**src/rtl/alu_result_fifo.sv**
```systemverilog
// First-word-fall-through FIFO buffering ALU {flag, result} words between an ALU and its consumer.
// Optional saturating err/overflow push counters are built when ALU_FIFO_STATS_EN is defined.
module alu_result_fifo #(
  parameter int WIDTH = 4,
  parameter int DEPTH = 4,
  parameter int CNT_W = 8
) (
  input  logic                     i_clk,
  input  logic                     i_rstn,
  input  logic                     i_clr,
  input  logic                     i_valid,
  output logic                     o_ready,
  input  logic [WIDTH-1:0]         i_result,
  input  logic [3:0]               i_flag,
  output logic                     o_valid,
  input  logic                     i_ready,
  output logic [WIDTH-1:0]         o_result,
  output logic [3:0]               o_flag,
  output logic [$clog2(DEPTH):0]   o_count,
`ifdef ALU_FIFO_STATS_EN
  output logic [CNT_W-1:0]         o_err_cnt,
  output logic [CNT_W-1:0]         o_ovf_cnt,
`endif
  output logic                     o_full,
  output logic                     o_empty
);

  localparam int AW = $clog2(DEPTH);
  localparam int EW = WIDTH + 4;

  // Handshake: a word moves on a rising edge only when valid && ready on that side;
  // o_ready and o_valid depend solely on registered occupancy, never on same-cycle inputs.
  logic [EW-1:0] mem [DEPTH];
  logic [AW-1:0] wr_ptr;
  logic [AW-1:0] rd_ptr;
  logic [AW:0]   count;
  logic          push;
  logic          pop;

  assign o_full  = (count == (AW+1)'(DEPTH));
  assign o_empty = (count == '0);
  assign o_ready = !o_full;
  assign o_valid = !o_empty;
  assign o_count = count;

  assign push = i_valid && o_ready && !i_clr;
  assign pop  = o_valid && i_ready && !i_clr;

  assign {o_flag, o_result} = mem[rd_ptr];

  // Storage is not reset; occupancy alone decides what is meaningful.
  always_ff @(posedge i_clk) begin
    if (push) mem[wr_ptr] <= {i_flag, i_result};
  end

  always_ff @(posedge i_clk or negedge i_rstn) begin
    if (!i_rstn) begin
      wr_ptr <= '0;
      rd_ptr <= '0;
      count  <= '0;
    end else if (i_clr) begin
      wr_ptr <= '0;
      rd_ptr <= '0;
      count  <= '0;
    end else begin
      if (push) wr_ptr <= wr_ptr + 1'b1;
      if (pop)  rd_ptr <= rd_ptr + 1'b1;
      case ({push, pop})
        2'b10:   count <= count + 1'b1;
        2'b01:   count <= count - 1'b1;
        default: count <= count;
      endcase
    end
  end

`ifdef ALU_FIFO_STATS_EN
  // Counters stick at all-ones rather than wrapping.
  always_ff @(posedge i_clk or negedge i_rstn) begin
    if (!i_rstn) begin
      o_err_cnt <= '0;
      o_ovf_cnt <= '0;
    end else if (i_clr) begin
      o_err_cnt <= '0;
      o_ovf_cnt <= '0;
    end else if (push) begin
      if (i_flag[0] && (o_err_cnt != '1)) o_err_cnt <= o_err_cnt + 1'b1;
      if (i_flag[3] && (o_ovf_cnt != '1)) o_ovf_cnt <= o_ovf_cnt + 1'b1;
    end
  end
`endif

endmodule

```
**config.mk**
```make
export PLATFORM = sky130hd
export DESIGN_NAME = alu_result_fifo
export DESIGN_NICKNAME = d
export VERILOG_FILES = /design/src/rtl/alu_result_fifo.sv
export SDC_FILE = /design/constraint.sdc
export NUM_CORES = 1
export LEC_CHECK = 0
export CAP_MARGIN = 20
export CORE_MARGIN = 3
export CORE_UTILIZATION = 56
export CTS_CLUSTER_DIAMETER = 150
export DETAILED_ROUTE_END_ITERATION = 6
export PLACE_DENSITY = 0.92
export REMOVE_ABC_BUFFERS = 1
export SLEW_MARGIN = 10
export SYNTH_ARGS = -nofsm -noshare
export SYNTH_HDL_FRONTEND = slang
export SYNTH_SLANG_ARGS = --single-unit
```
**constraint.sdc**
```tcl
create_clock -name i_clk -period 3.45 [get_ports i_clk]
set_clock_uncertainty 0.1 [all_clocks]
set_input_delay 0.69 -clock i_clk [delete_from_list [all_inputs] [get_ports i_clk]]
set_output_delay 0.69 -clock i_clk [all_outputs]
set_load 0.05 [all_outputs]
```
# After elaboration in Yosys (flattened, before gate mapping)
# Memories as Yosys holds them, arrays and structs flattened.
# Cells that the tools add are included.
dict set report word_totals {
  reg_bits 7
  word_cells 30
  inputBits 13
  latch_bits 0
  rom_bits 0
  out_inout_bits 15
  ram_bits 32
  n_memories 1
}
# name depth word_bits rd rd_clocked_by_memory_dff wr line
set memory_table {}
lappend memory_table {mem 4 8 1 0 1 33} ;# logic [EW-1:0] mem [DEPTH];
dict set report classes {
  reduce_logical 11
  n_eq_ne 3
  div 0
  n_mul 0
  n_bitwise 0
  addsub 4
  mux 8
  n_shift 0
  order_cmp 0
}
# op n
set ops {}
lappend ops {{two-way mux 2 bit} 4}
lappend ops {{one-hot mux 3 bit (2 select lines)} 1}
lappend ops {{adder 2 x 1 -> 2 bit (second input constant)} 2}
lappend ops {{logical AND 1 bit} 4}
lappend ops {{nonzero test 2 bit} 2}
lappend ops {{adder 3 x 1 -> 3 bit (second input constant)} 1}
lappend ops {{equality test 3 bit (second input constant)} 1}
lappend ops {{zero test 1 bit} 3}
lappend ops {{zero test 3 bit} 1}
lappend ops {{two-way mux 3 bit} 1}
lappend ops {{nonzero test 3 bit} 1}
lappend ops {{subtractor 3 x 1 -> 3 bit (second input constant)} 1}
lappend ops {{equality test 2 x 1 -> 1 bit (second input constant)} 1}
lappend ops {{equality test 2 bit (second input constant)} 1}
lappend ops {{two-way mux 1 bit} 2}

# Depth between registers and ports, before layout
dict set report logic_depth {
  word_depth 7
  mapped_depth 7
  mapped_depth_nobuf 6
}

# Worst setup path before layout
# Ideal clock, no wire load.
dict set report synth_timing {
  path_type {register to register}
  start {register count[1], in the netlist o_count[1]}
  end {register count[1], in the netlist o_count[1]}
  t_required_ps 3208
  arrival_ps 2848
  setup_slack_ps 359
  setup_time_ps 142
  path_stages_with_launch 8
  period_less_slack_ps 3091
  cell_sequence {dfrtp_1 > clkbuf_1 > or3_1 > inv_1 > nor4b_1 > fa_1 > a31oi_1 > a2111oi_0}
}
dict set report synth_between {
  elab_chain_cells 7
}
# item line
set synth_lines {}
lappend synth_lines {{start, declared} 36} ;# logic [AW:0] count;
lappend synth_lines {{start signal, assigned} 69} ;# 2'b10: count <= count + 1'b1;
lappend synth_lines {{start signal, assigned} 70} ;# 2'b01: count <= count - 1'b1;
lappend synth_lines {{start signal, assigned} 71} ;# default: count <= count;
lappend synth_lines {{zero test 3 bit (*)} 41} ;# assign o_empty = (count == '0);
lappend synth_lines {{zero test 1 bit (*)} 43} ;# assign o_valid = !o_empty;
lappend synth_lines {{net o_valid} 15} ;# output logic o_valid,
lappend synth_lines {{logical AND 1 bit (*) (2 in a row)} 47} ;# assign pop = o_valid && i_ready && !i_clr;
lappend synth_lines {{equality test 2 x 1 -> 1 bit or equality test 2 bit (tied branches)} 68} ;# case ({push, pop})
lappend synth_lines {{one-hot mux 3 bit (2 select lines)} 68}
lappend synth_lines {{two-way mux 3 bit} 61} ;# end else if (i_clr) begin
# Mark *: on every way through the listed nets, which the timed path passes. The rest lies on a longest branch.
# A chain may end at the register's enable or synchronous reset.

# Final worst setup path
dict set report layout_timing {
  start {register rd_ptr[0]}
  end {output o_flag[2]}
}
dict set report layout_between {
  elab_chain_cells 1
}
# item line
set layout_lines {}
lappend layout_lines {{start, declared} 35} ;# logic [AW-1:0] rd_ptr;
lappend layout_lines {{start signal, assigned} 67} ;# if (pop) rd_ptr <= rd_ptr + 1'b1;
lappend layout_lines {{memory read (4 x 8 bit)} -}
lappend layout_lines {{end, declared} 18} ;# output logic [3:0] o_flag,
# No other way between the ends.

==> summary.json <==
{
  "outcome": "finished, final reports clean",
  "ys_seq_elements": 39,
  "yosys.area_share.xor_xnor_pct": 1.50,
  "clkSinkCount": 39,
  "diodes": 0,
  "layout.cells.most_common": "edfxtp_1",
  "synthesis.yosys.warnings": 0,
  "met2_wirelength_mm": 1.65,
  "critical_path_arrival_ns": 2.35,
  "global_route.overflow_total": 0,
  "cts-htree-levels": 2,
  "pin_count_of_the_biggest_net_entering_global_routing": 16,
  "die_x_um": 61.9,
  "slack_of_the_worst_reg_to_reg_path_ns": 1.19,
  "synth.lib_cells_used.distinct": 34,
  "finish.utilization_pct": 72.6,
  "layout_common_cells": "edfxtp_1 (32), clkdlybuf4s50_1 (27), mux4_2 (8)",
  "wl_met3_um": 154,
  "post_drt_wl_per_cell_um": 17.0,
  "grt_setup_unrepaired": "false",
  "dr.first_iter.drc_count": 42,
  "number_of_vias_in_the_routed_layout": 999,
  "numPortBuffers": 27,
  "detail_route.first_pass.iterations": 4,
  "syn_avg_cell_area_um2": 16.0,
  "detail_route.wirelength_mm": 3.04,
  "setup_tns_ns": 0,
  "cts_root_buffer": "clkbuf_4",
  "synthAdderAreaFrac_pct": 4.01,
  "simple_logic_cell_fraction_of_the_synthesized_area_pct": 7.44,
  "timing.final.max_slew_violations": 0,
  "final_period_minus_worst_setup_slack_ns": 3.14,
  "ir_drop_mv": 0.290,
  "synthCells": 109,
  "synth.mux.area_fraction_pct": 10.3,
  "worstMarginPinSlew_ns": 0.550,
  "syn2layout_area_growth_pct": 19.4,
  "maxSlewHeadroom_pct": 63.3,
  "setup.worst_path.class": "register to output port",
  "report.final.hold_viol_count": 0,
  "final_layout_size_suffix_gt1_share_pct": 14.6,
  "synth_sequential_area_ratio_pct": 64.9,
  "required_ns": 2.66,
  "synth_edf_count": 32,
  "crit_path_max_fanout": 10,
  "power-per-cell-area_nw_per_um2": 522,
  "timing.rr.start": "o_count[1]",
  "rr_endpoint": "o_count[1]",
  "critPathCaptureType": "output port",
  "max_cap_viol_count": 0,
  "wire_length_of_the_first_global_routing_pass_mm": 4.89,
  "grt_pass1_vias": 1039,
  "die-height_um": 61.9,
  "viasPerCell": 5.58,
  "ios": 28,
  "synth_compound_area_share_pct": 7.94,
  "cts_tree": "yes",
  "finalWeightedCongestion": 0.760,
  "synth_ff_type": "edfxtp_1",
  "post-dp-hpwl_mm": 2.21,
  "initial_antenna_violation_count": 0,
  "postCtsSetupBuffers": 0,
  "routed.top_layer": "met4",
  "dominant_combinational_cell_family_by_area_after_synthesis": "multiplexers",
  "die_area_um2": 3830,
  "post-route-drc-count": 0,
  "setup_viol": 0,
  "grt.total_usage_pct": 18.6,
  "worst_hold_path_type": "input pin to async pin",
  "post_cts_resized": 0,
  "power.leakage_nw": 0.716,
  "rows": 19,
  "clock_latency_ns": 0.34,
  "cells_on_worst_reg2reg_path": 6,
  "remaining_number_of_nets_flagged_by_the_antenna_check_after_routing": 0,
  "critical_path.startpoint_type": "register",
  "finalNetCount": 154,
  "initial_core_util_pct": 60.8,
  "synth.cell_area_um2": 1750,
  "total_clock_buffers_created_by_cts": 5,
  "path_clk_slew_ns": 0.11,
  "cts_hold_repair.buffers": 0,
  "core_um2": 2880,
  "finalCritPeriodShare_pct": 90.9,
  "async_reset_ff_share_pct": 17.9,
  "wl_met1_mm": 1.19,
  "maximum_clock_frequency_mhz": 319,
  "cts.path.max_buffers": 2
}
[area by class of cell]
cell class | count | area, µm²
sequential | 39 | 1140
fill | 192 | 788
multi-input combinational | 56 | 546
timing repair buffer | 28 | 278
tap | 42 | 52.6
clock buffer | 6 | 41.3
inverter | 6 | 22.5
clock inverter | 2 | 12.5
[cells in the mapped netlist (3+ instances only)]
library cell	number	area [µm²]
edfxtp_1	32	961
mux4_2	8	180
dfrtp_1	7	175
a21oi_1	6	30.0
inv_1	6	22.5
and2_1	4	25.0
ha_1	4	50.1
o21ai_0	4	20.0
buf_2	3	15.0
clkbuf_1	3	11.3
nand2b_1	3	18.8
nand3_1	3	15.0
nor2_1	3	11.3
[sequential cells by signal, indices dropped and copies added, names as in the netlist]
signal	flops
o_count	3
wr_ptr	2
rd_ptr	2
mem	32
[cells by family after synthesis]
kind of cell | count (synthesis)
compound gates | 19
xor+xnor | 3
fa+ha+maj | 5
buf+inv | 14
flops | 39
mux | 8
simple gates | 21
[worst max-delay path, stage by stage (launching register included)]
cell	delay, ns
dfrtp_1	0.70
mux4_2	0.58
clkdlybuf4s50_1	0.72
[power by group]
group / internal [mW] / switching (mW) / leakage [nW] / total (mW)
Combinational: 0.126 / 0.180 / 0.303 / 0.306
Sequential: 0.531 / 0.0368 / 0.385 / 0.568
Clock: 0.0786 / 0.138 / 0.0282 / 0.217
Total: 0.736 / 0.355 / 0.716 / 1.09
[metrics by stage]
stage | hold WS [ns] | cells | cell area [µm²] | total power, mW | setup slack (ns)
after global placement | 0.475 | 171 | 2030 | 0.876 | 0.670
final | 0.502 | 179 | 2090 | 1.09 | 0.314
after detailed placement | 0.493 | 171 | 2030 | 0.887 | 0.630
after floorplan | 0.294 | 101 | 1700 | 0.778 | 0.451
after global routing | 0.490 | 179 | 2090 | 1.14 | 0.173
after CTS | 0.506 | 179 | 2090 | 1.10 | 0.259
[per-layer routing]
layer  track usage (%)  vias up
met1              21.7      493
met5                 0        -
li1                  -      470
met2              31.4       30
met3              6.82        6
met4              7.27        0
[how the worst max path moves through the flow]
| stage | startpoint | endpoint | slack [ns] | cells after the start |
|---|---|---|---|---|
| finish | rd_ptr[0] | o_flag[2] | 0.31 | 2 |
| global route | rd_ptr[0] | o_result[1] | 0.17 | 2 |
| CTS | rd_ptr[0] | o_flag[2] | 0.26 | 2 |
| detailed placement | i_ready | o_count[1] | 0.63 | 6 |
| global placement | rd_ptr[0] | o_result[3] | 0.67 | 2 |
| floorplan | o_count[1] | o_count[1] | 0.45 | 6 |
(Power assumes the default switching activity.)
